$ cat src/rtl/inventory_tracker.sv
// Per-stock position tracker: accepts buy/sell fills, clamps positions to a shared
// absolute limit and keeps a saturated Q.32 normalised inventory per stock.
module inventory_tracker #(
    parameter int NUM_STOCKS   = 4,
    parameter int QTY_WIDTH    = 16,
    parameter int POS_WIDTH    = 24,
    parameter int FP_WORD_SIZE = 64
) (
    input  logic                          i_clk,
    input  logic                          i_reset_n,
    input  logic                          i_fill_valid,
    output logic                          o_fill_ready,
    input  logic [$clog2(NUM_STOCKS)-1:0] i_fill_stock_id,
    input  logic [QTY_WIDTH-1:0]          i_fill_qty,
    input  logic                          i_fill_side,
    input  logic [FP_WORD_SIZE-1:0]       i_max_inventory_reciprocal,
    input  logic [POS_WIDTH-2:0]          i_pos_limit,
    input  logic [$clog2(NUM_STOCKS)-1:0] i_rd_stock_id,
    output logic [FP_WORD_SIZE-1:0]       o_norm_inventory,
    output logic [POS_WIDTH-1:0]          o_position,
    output logic [NUM_STOCKS-1:0]         o_limit_hit,
    output logic                          o_clamped
);

    localparam int IDW = $clog2(NUM_STOCKS);
    localparam int PW  = POS_WIDTH;
    localparam int FW  = FP_WORD_SIZE;

    typedef enum logic [1:0] {
        IDLE,
        UPDATE,
        NORM
    } state_e;

    state_e state_q, state_d;
    logic   init_q;
    logic   accept;
    logic   pos_we;
    logic   norm_we;

    logic [IDW-1:0]       id_q;
    logic [QTY_WIDTH-1:0] qty_q;
    logic                 side_q;

    logic signed [PW-1:0] pos_q  [NUM_STOCKS];
    logic signed [FW-1:0] norm_q [NUM_STOCKS];

    logic [FW-1:0]         rd_norm_q;
    logic [PW-1:0]         rd_pos_q;
    logic [NUM_STOCKS-1:0] hit_q, hit_d;
    logic                  clamped_q;

    logic signed [PW-1:0]    cur_pos;
    logic signed [PW:0]      cur_ext, qty_ext, lim_ext, sum, clip;
    logic signed [PW-1:0]    new_pos;
    logic                    clamp_hit;
    logic signed [PW+FW:0]   pos_wide, recip_wide, prod, fp_max_ext, fp_min_ext;
    logic signed [FW-1:0]    norm_val;
    logic [PW-1:0]           mag;

    // ------------------------------------------------------------------ FSM
    always_ff @(posedge i_clk or negedge i_reset_n) begin
        if (!i_reset_n) begin
            state_q <= IDLE;
            init_q  <= 1'b0;
        end else begin
            state_q <= state_d;
            init_q  <= 1'b1;
        end
    end

    always_comb begin
        state_d = state_q;
        case (state_q)
            IDLE:    if (accept) state_d = UPDATE;
            UPDATE:  state_d = NORM;
            NORM:    state_d = IDLE;
            default: state_d = IDLE;
        endcase
    end

    // Ready stays low while in reset and rises on the first edge after release.
    always_comb begin
        o_fill_ready = init_q && (state_q == IDLE);
        accept       = i_fill_valid && o_fill_ready;
        pos_we       = (state_q == UPDATE);
        norm_we      = (state_q == NORM);
    end

    // ------------------------------------------------------------ fill latch
    always_ff @(posedge i_clk or negedge i_reset_n) begin
        if (!i_reset_n) begin
            id_q   <= '0;
            qty_q  <= '0;
            side_q <= 1'b0;
        end else if (accept) begin
            id_q   <= i_fill_stock_id;
            qty_q  <= i_fill_qty;
            side_q <= i_fill_side;
        end
    end

    // ------------------------------------------------------ update datapath
    always_comb begin
        cur_pos = pos_q[id_q];
        cur_ext = {cur_pos[PW-1], cur_pos};
        qty_ext = {{(PW + 1 - QTY_WIDTH){1'b0}}, qty_q};
        lim_ext = {2'b00, i_pos_limit};
        sum     = side_q ? (cur_ext - qty_ext) : (cur_ext + qty_ext);
        if (sum > lim_ext) begin
            clip = lim_ext;
        end else if (sum < -lim_ext) begin
            clip = -lim_ext;
        end else begin
            clip = sum;
        end
        new_pos   = clip[PW-1:0];
        clamp_hit = (sum != clip) || ((i_pos_limit == '0) && (qty_q != '0));
    end

    // NORM reads the position written during UPDATE; integer * Q.32 is already Q.32.
    always_comb begin
        pos_wide   = {{(FW + 1){cur_pos[PW-1]}}, cur_pos};
        recip_wide = {{(PW + 1){1'b0}}, i_max_inventory_reciprocal};
        prod       = pos_wide * recip_wide;
        fp_max_ext = {{(PW + 2){1'b0}}, {(FW - 1){1'b1}}};
        fp_min_ext = {{(PW + 2){1'b1}}, {(FW - 1){1'b0}}};
        if (prod > fp_max_ext) begin
            norm_val = {1'b0, {(FW - 1){1'b1}}};
        end else if (prod < fp_min_ext) begin
            norm_val = {1'b1, {(FW - 1){1'b0}}};
        end else begin
            norm_val = prod[FW-1:0];
        end
    end

    // --------------------------------------------------------------- storage
    always_ff @(posedge i_clk or negedge i_reset_n) begin
        if (!i_reset_n) begin
            for (int unsigned i = 0; i < NUM_STOCKS; i++) begin
                pos_q[i]  <= '0;
                norm_q[i] <= '0;
            end
        end else begin
            if (pos_we)  pos_q[id_q]  <= new_pos;
            if (norm_we) norm_q[id_q] <= norm_val;
        end
    end

    // Limit flags follow the stored positions and the live limit every cycle.
    always_comb begin
        hit_d = '0;
        mag   = '0;
        for (int unsigned i = 0; i < NUM_STOCKS; i++) begin
            mag      = pos_q[i][PW-1] ? -pos_q[i] : pos_q[i];
            hit_d[i] = (mag >= {1'b0, i_pos_limit});
        end
    end

    // ---------------------------------------------------------------- outputs
    always_ff @(posedge i_clk or negedge i_reset_n) begin
        if (!i_reset_n) begin
            rd_norm_q <= '0;
            rd_pos_q  <= '0;
            hit_q     <= '0;
            clamped_q <= 1'b0;
        end else begin
            rd_norm_q <= norm_q[i_rd_stock_id];
            rd_pos_q  <= pos_q[i_rd_stock_id];
            hit_q     <= hit_d;
            clamped_q <= pos_we && clamp_hit;
        end
    end

    assign o_norm_inventory = rd_norm_q;
    assign o_position       = rd_pos_q;
    assign o_limit_hit      = hit_q;
    assign o_clamped        = clamped_q;

endmodule

$ cat config.mk
export PLATFORM = sky130hd
export DESIGN_NAME = inventory_tracker
export DESIGN_NICKNAME = d
export VERILOG_FILES = /design/src/rtl/inventory_tracker.sv
export SDC_FILE = /design/constraint.sdc
export NUM_CORES = 2
export LEC_CHECK = 0
export ABC_AREA = 1
export BUFFER_PORTS_ARGS = -buffer_cell sky130_fd_sc_hd__buf_2
export CAP_MARGIN = 20
export CORE_ASPECT_RATIO = 1.2
export CORE_MARGIN = 4
export CORE_UTILIZATION = 40
export DETAILED_ROUTE_END_ITERATION = 12
export GPL_ROUTABILITY_DRIVEN = 1
export HOLD_SLACK_MARGIN = 0.15
export PLACE_DENSITY = 0.67
export SLEW_MARGIN = 20
export SYNTH_ARGS = -nofsm -noshare
export SYNTH_HDL_FRONTEND = slang
export SYNTH_SLANG_ARGS = --single-unit
$ cat constraint.sdc
create_clock -name i_clk -period 9 [get_ports i_clk]
set_input_delay 0 -clock i_clk [delete_from_list [all_inputs] [get_ports i_clk]]
set_output_delay 0 -clock i_clk [all_outputs]
set_load 0.005 [all_outputs]
==> run summary <==
After synthesis the cells add up to 0.0779 sq mm. The ratio of final minimum period to clock period works out to 98.2%. By area the synthesized netlist is led by fa_1, dfrtp_1, nand2_1, inv_1, ha_1.

The row count is 177. The maximum clock path buffer count was 3; the overall via count from detail_route was 70999. On the critical path, the stage with the largest delay is an instance of fa_2. Summed over all failing endpoints, the final setup total negative slack is 0 ns. The post-route minimum period was 8.84 ns; the fraction of registers with async set/reset was 100%.

The number of cells on the worst reg-to-reg path is 44. Counting flops with a built-in enable in the synthesized netlist gives 0. For the initial core utilization, the log shows 40.2%. Of all cell types, the one taking the most synthesized area is fa_1. For this run, the detailed router's first-pass iteration total came to 6.

The critical register-to-register path startpoint was id_q[1]. The worst hold path passes through 7 cells. The tools report the number of failing hold endpoints at the final stage as 0. The clock transition at the registers of the reported paths works out to 0.07 ns.

In this run, synthesis produced a sequential element count of 467. The final layout contains 12548 nets. The half-perimeter wire length after placement was 232000 microns. The area share of the largest cell type after synthesis is 35.0%, and the number of max-cap violations is 0. The path with the worst hold slack has its endpoint at pos_q[71].

The largest single stage delay on the critical path is 0.65 ns. During synthesis, Yosys emitted a total of 0 warnings. Source of the worst hold timing path: i_pos_limit[21]. The distinct cell type count after synthesis is 56.

The average cell area after synthesis came out at 7.59 sq um. The category of the most critical setup path was reg -> reg. In this run the vertical extent of the chip is 491 microns. The run gives 72923 as the via count of the first global-routing pass. In the final routed layout, each cell accounts on average for 23.1 microns. Setup repair after global routing could not meet its margin everywhere.

The run gives 10271 as the number of standard cells after synthesis. The number of input and output port buffers inserted was 204. The die covers 0.202 sq mm. The synthesized net count is 12196, and the top-level I/O count is 205. Largest net degree at the start of global routing: 185.

The number of sinks handled by clock tree synthesis is 467, and the layout overhead on the synthesized area is 14.3%. The total length of routed wires was 306000 microns. Of the synthesized area, sequential elements account for 15.0%. The tools report the residual overflow from global routing as 0.

After detailed routing, the number of remaining DRC violations is 0. The worst register-to-register path has a setup slack of 0.16 ns. Per-cell via count in the routed design: 5.35. The worst pin sits at a relative slew slack of 22.5%. Setup violations remaining at the end of the flow were counted as 0. The number of antenna violations at the first check in global routing was 24; the maximum clock frequency was 113 MHz. The sequential cells in the finished layout cover a total of 0.0117 sq mm.

Cell occurring most often along the worst timing path: nand2_1. Chip width: 411 microns. The routability congestion estimate from global placement is 0.983, and the final number of max-transition violations is 0.

At the pin with the least slew margin, the transition time is 1.16 ns. The detailed router finished its first iteration with 6937 violations. The largest driver fanout on the critical path works out to 28. The worst min-delay path class was in -> reg. The count of fill cells added during filler insertion was 19127.

Required time of the critical path: 9.49 ns. For the signal arrival time at the worst endpoint, the log shows 9.32 ns. Clock tree synthesis selected as its root buffer the cell clkbuf_16.

For the number of clock buffers inserted by TritonCTS, the log shows 43. The worst-skew pair later-pin latency was 0.62 ns; the share of final-layout standard cells stronger than drive strength 1 was 10.6%. For the final setup skew, the log shows 0.0349 ns. TritonCTS built the clock tree. The area of combinational cells with multiple inputs is 0.0578 sq mm, and the total number of H-tree levels is 2.

Global-route wire length before repair: 443000 microns. The residual antenna-violating net count after detailed routing came out at 0. STA classifies the critical path endpoint as a register. The worst setup path is launched from a register. The total area inside the core boundary comes to 0.194 sq mm. For this run, the leading register cell type out of synthesis is dfrtp_1. End of the worst register-to-register path: norm_q[253]. The run gives 28.8% as the global routing usage summed across all routing layers. The run finished with clean final reports.
## area by class of cell
cell class	count	share of cell area (%)
tap	2595	3.65
timing repair buffer	769	7.72
multi-input combinational	7295	64.9
clock buffer	53	1.33
antenna	14	0.0393
clock inverter	25	0.517
sequential	467	13.1
inverter	2047	8.71
## synthesized netlist by cell type (33+ instances only)
master / number
nand3_1: 194
o21ai_0: 398
dfrtp_1: 467
ha_1: 451
xnor2_1: 37
a21oi_1: 284
clkbuf_1: 368
nor2_1: 1073
nand2_1: 2951
o22ai_1: 84
xor2_1: 155
inv_2: 33
nand4_1: 50
nor3_1: 50
fa_1: 1363
buf_1: 73
inv_1: 1996
## cell families (layout without fill, tap and decap cells)
group,count (synthesis),in the layout,synth area share [%]
other cells,1,15,0.00481
simple gates,4409,4410,22.2
xor+xnor,192,192,2.16
fa+ha+maj,1814,1814,42.3
flops,467,467,15.0
compound gates,878,878,6.13
buf+inv,2510,2894,12.2
## layout by cell type, fill, tap and decap left out, types with 25 or more instances in the layout
cell,synthesis,final
nor2_2,10,73
nor3_1,50,47
a21oi_2,2,25
nand2_1,2951,2900
ha_4,0,26
clkbuf_16,0,68
a21oi_1,284,260
nor2_1,1073,996
inv_2,33,38
nand2_2,9,58
buf_12,0,66
xnor2_1,37,37
buf_4,5,396
o22ai_1,84,79
nand3_1,194,193
dfrtp_1,467,465
dlygate4sd3_1,0,49
fa_1,1363,1348
inv_1,1996,1978
o21ai_0,398,384
ha_1,451,416
nand4_1,50,50
xor2_1,155,155
buf_2,7,202
## through the flow
stage / instances / setup slack (ns) / cell area [sq um] / util, % / hold slack [ns]
after floorplan: 10271 / 1.07 / 77900 / - / -0.296
after global placement: 13055 / -0.204 / 84400 / 43.6 / 0.0410
after detailed placement: 13055 / -0.195 / 84400 / 43.6 / 0.0487
after CTS: 13185 / 0.000860 / 86700 / 44.7 / 0.154
after global routing: 13256 / -0.0909 / 89000 / 45.9 / 0.219
final: 13265 / 0.164 / 89000 / 45.9 / 0.199
## how the worst max path moves through the flow
stage | start | slack (ns) | to
final | id_q[1] | 0.16 | norm_q[253]
after global routing | id_q[1] | -0.09 | norm_q[86]
after detailed placement | id_q[0] | -0.20 | norm_q[171]
after CTS | id_q[1] | 0.0009 | norm_q[246]
after global placement | id_q[0] | -0.20 | norm_q[105]
after floorplan | id_q[0] | 1.07 | norm_q[103]
## routing by layer
| layer | routed length, microns | GRT usage (%) |
|---|---|---|
| met1 | 113000 | 36.4 |
| met5 | 62 | 0 |
| met3 | 27700 | 4.23 |
| met2 | 142000 | 47.7 |
| met4 | 24000 | 15.6 |
## sequential cells by signal, summed over array words and instances, names as in the netlist, 2 cells and up
signal            count
state_q               2
o_norm_inventory     64
qty_q                16
pos_q                96
o_limit_hit           4
o_position           24
id_q                  2
norm_q              256
## worst max-delay path: cells and delay by family, from the launching register on
family / cells / cell delay, ns
AO/OA/AOI/OAI: 2 / 0.23
adder cells (fa/ha/maj): 8 / 3.90
buffers and inverters: 13 / 1.60
flip-flops: 1 / 0.46
AND/OR/NAND/NOR: 21 / 2.37
## what timing repair did
item	in CTS	in global routing
gates resized for setup	11	336
pin swaps	1	24
setup endpoints to repair	252	252
hold endpoints to repair	264	0
cloned	1	33
hold buffers	50	0
setup buffers	1	33
Power is left out: the tool's default activity adds up to more than one toggle a clock period on the data nets, which glitch-free logic cannot reach.
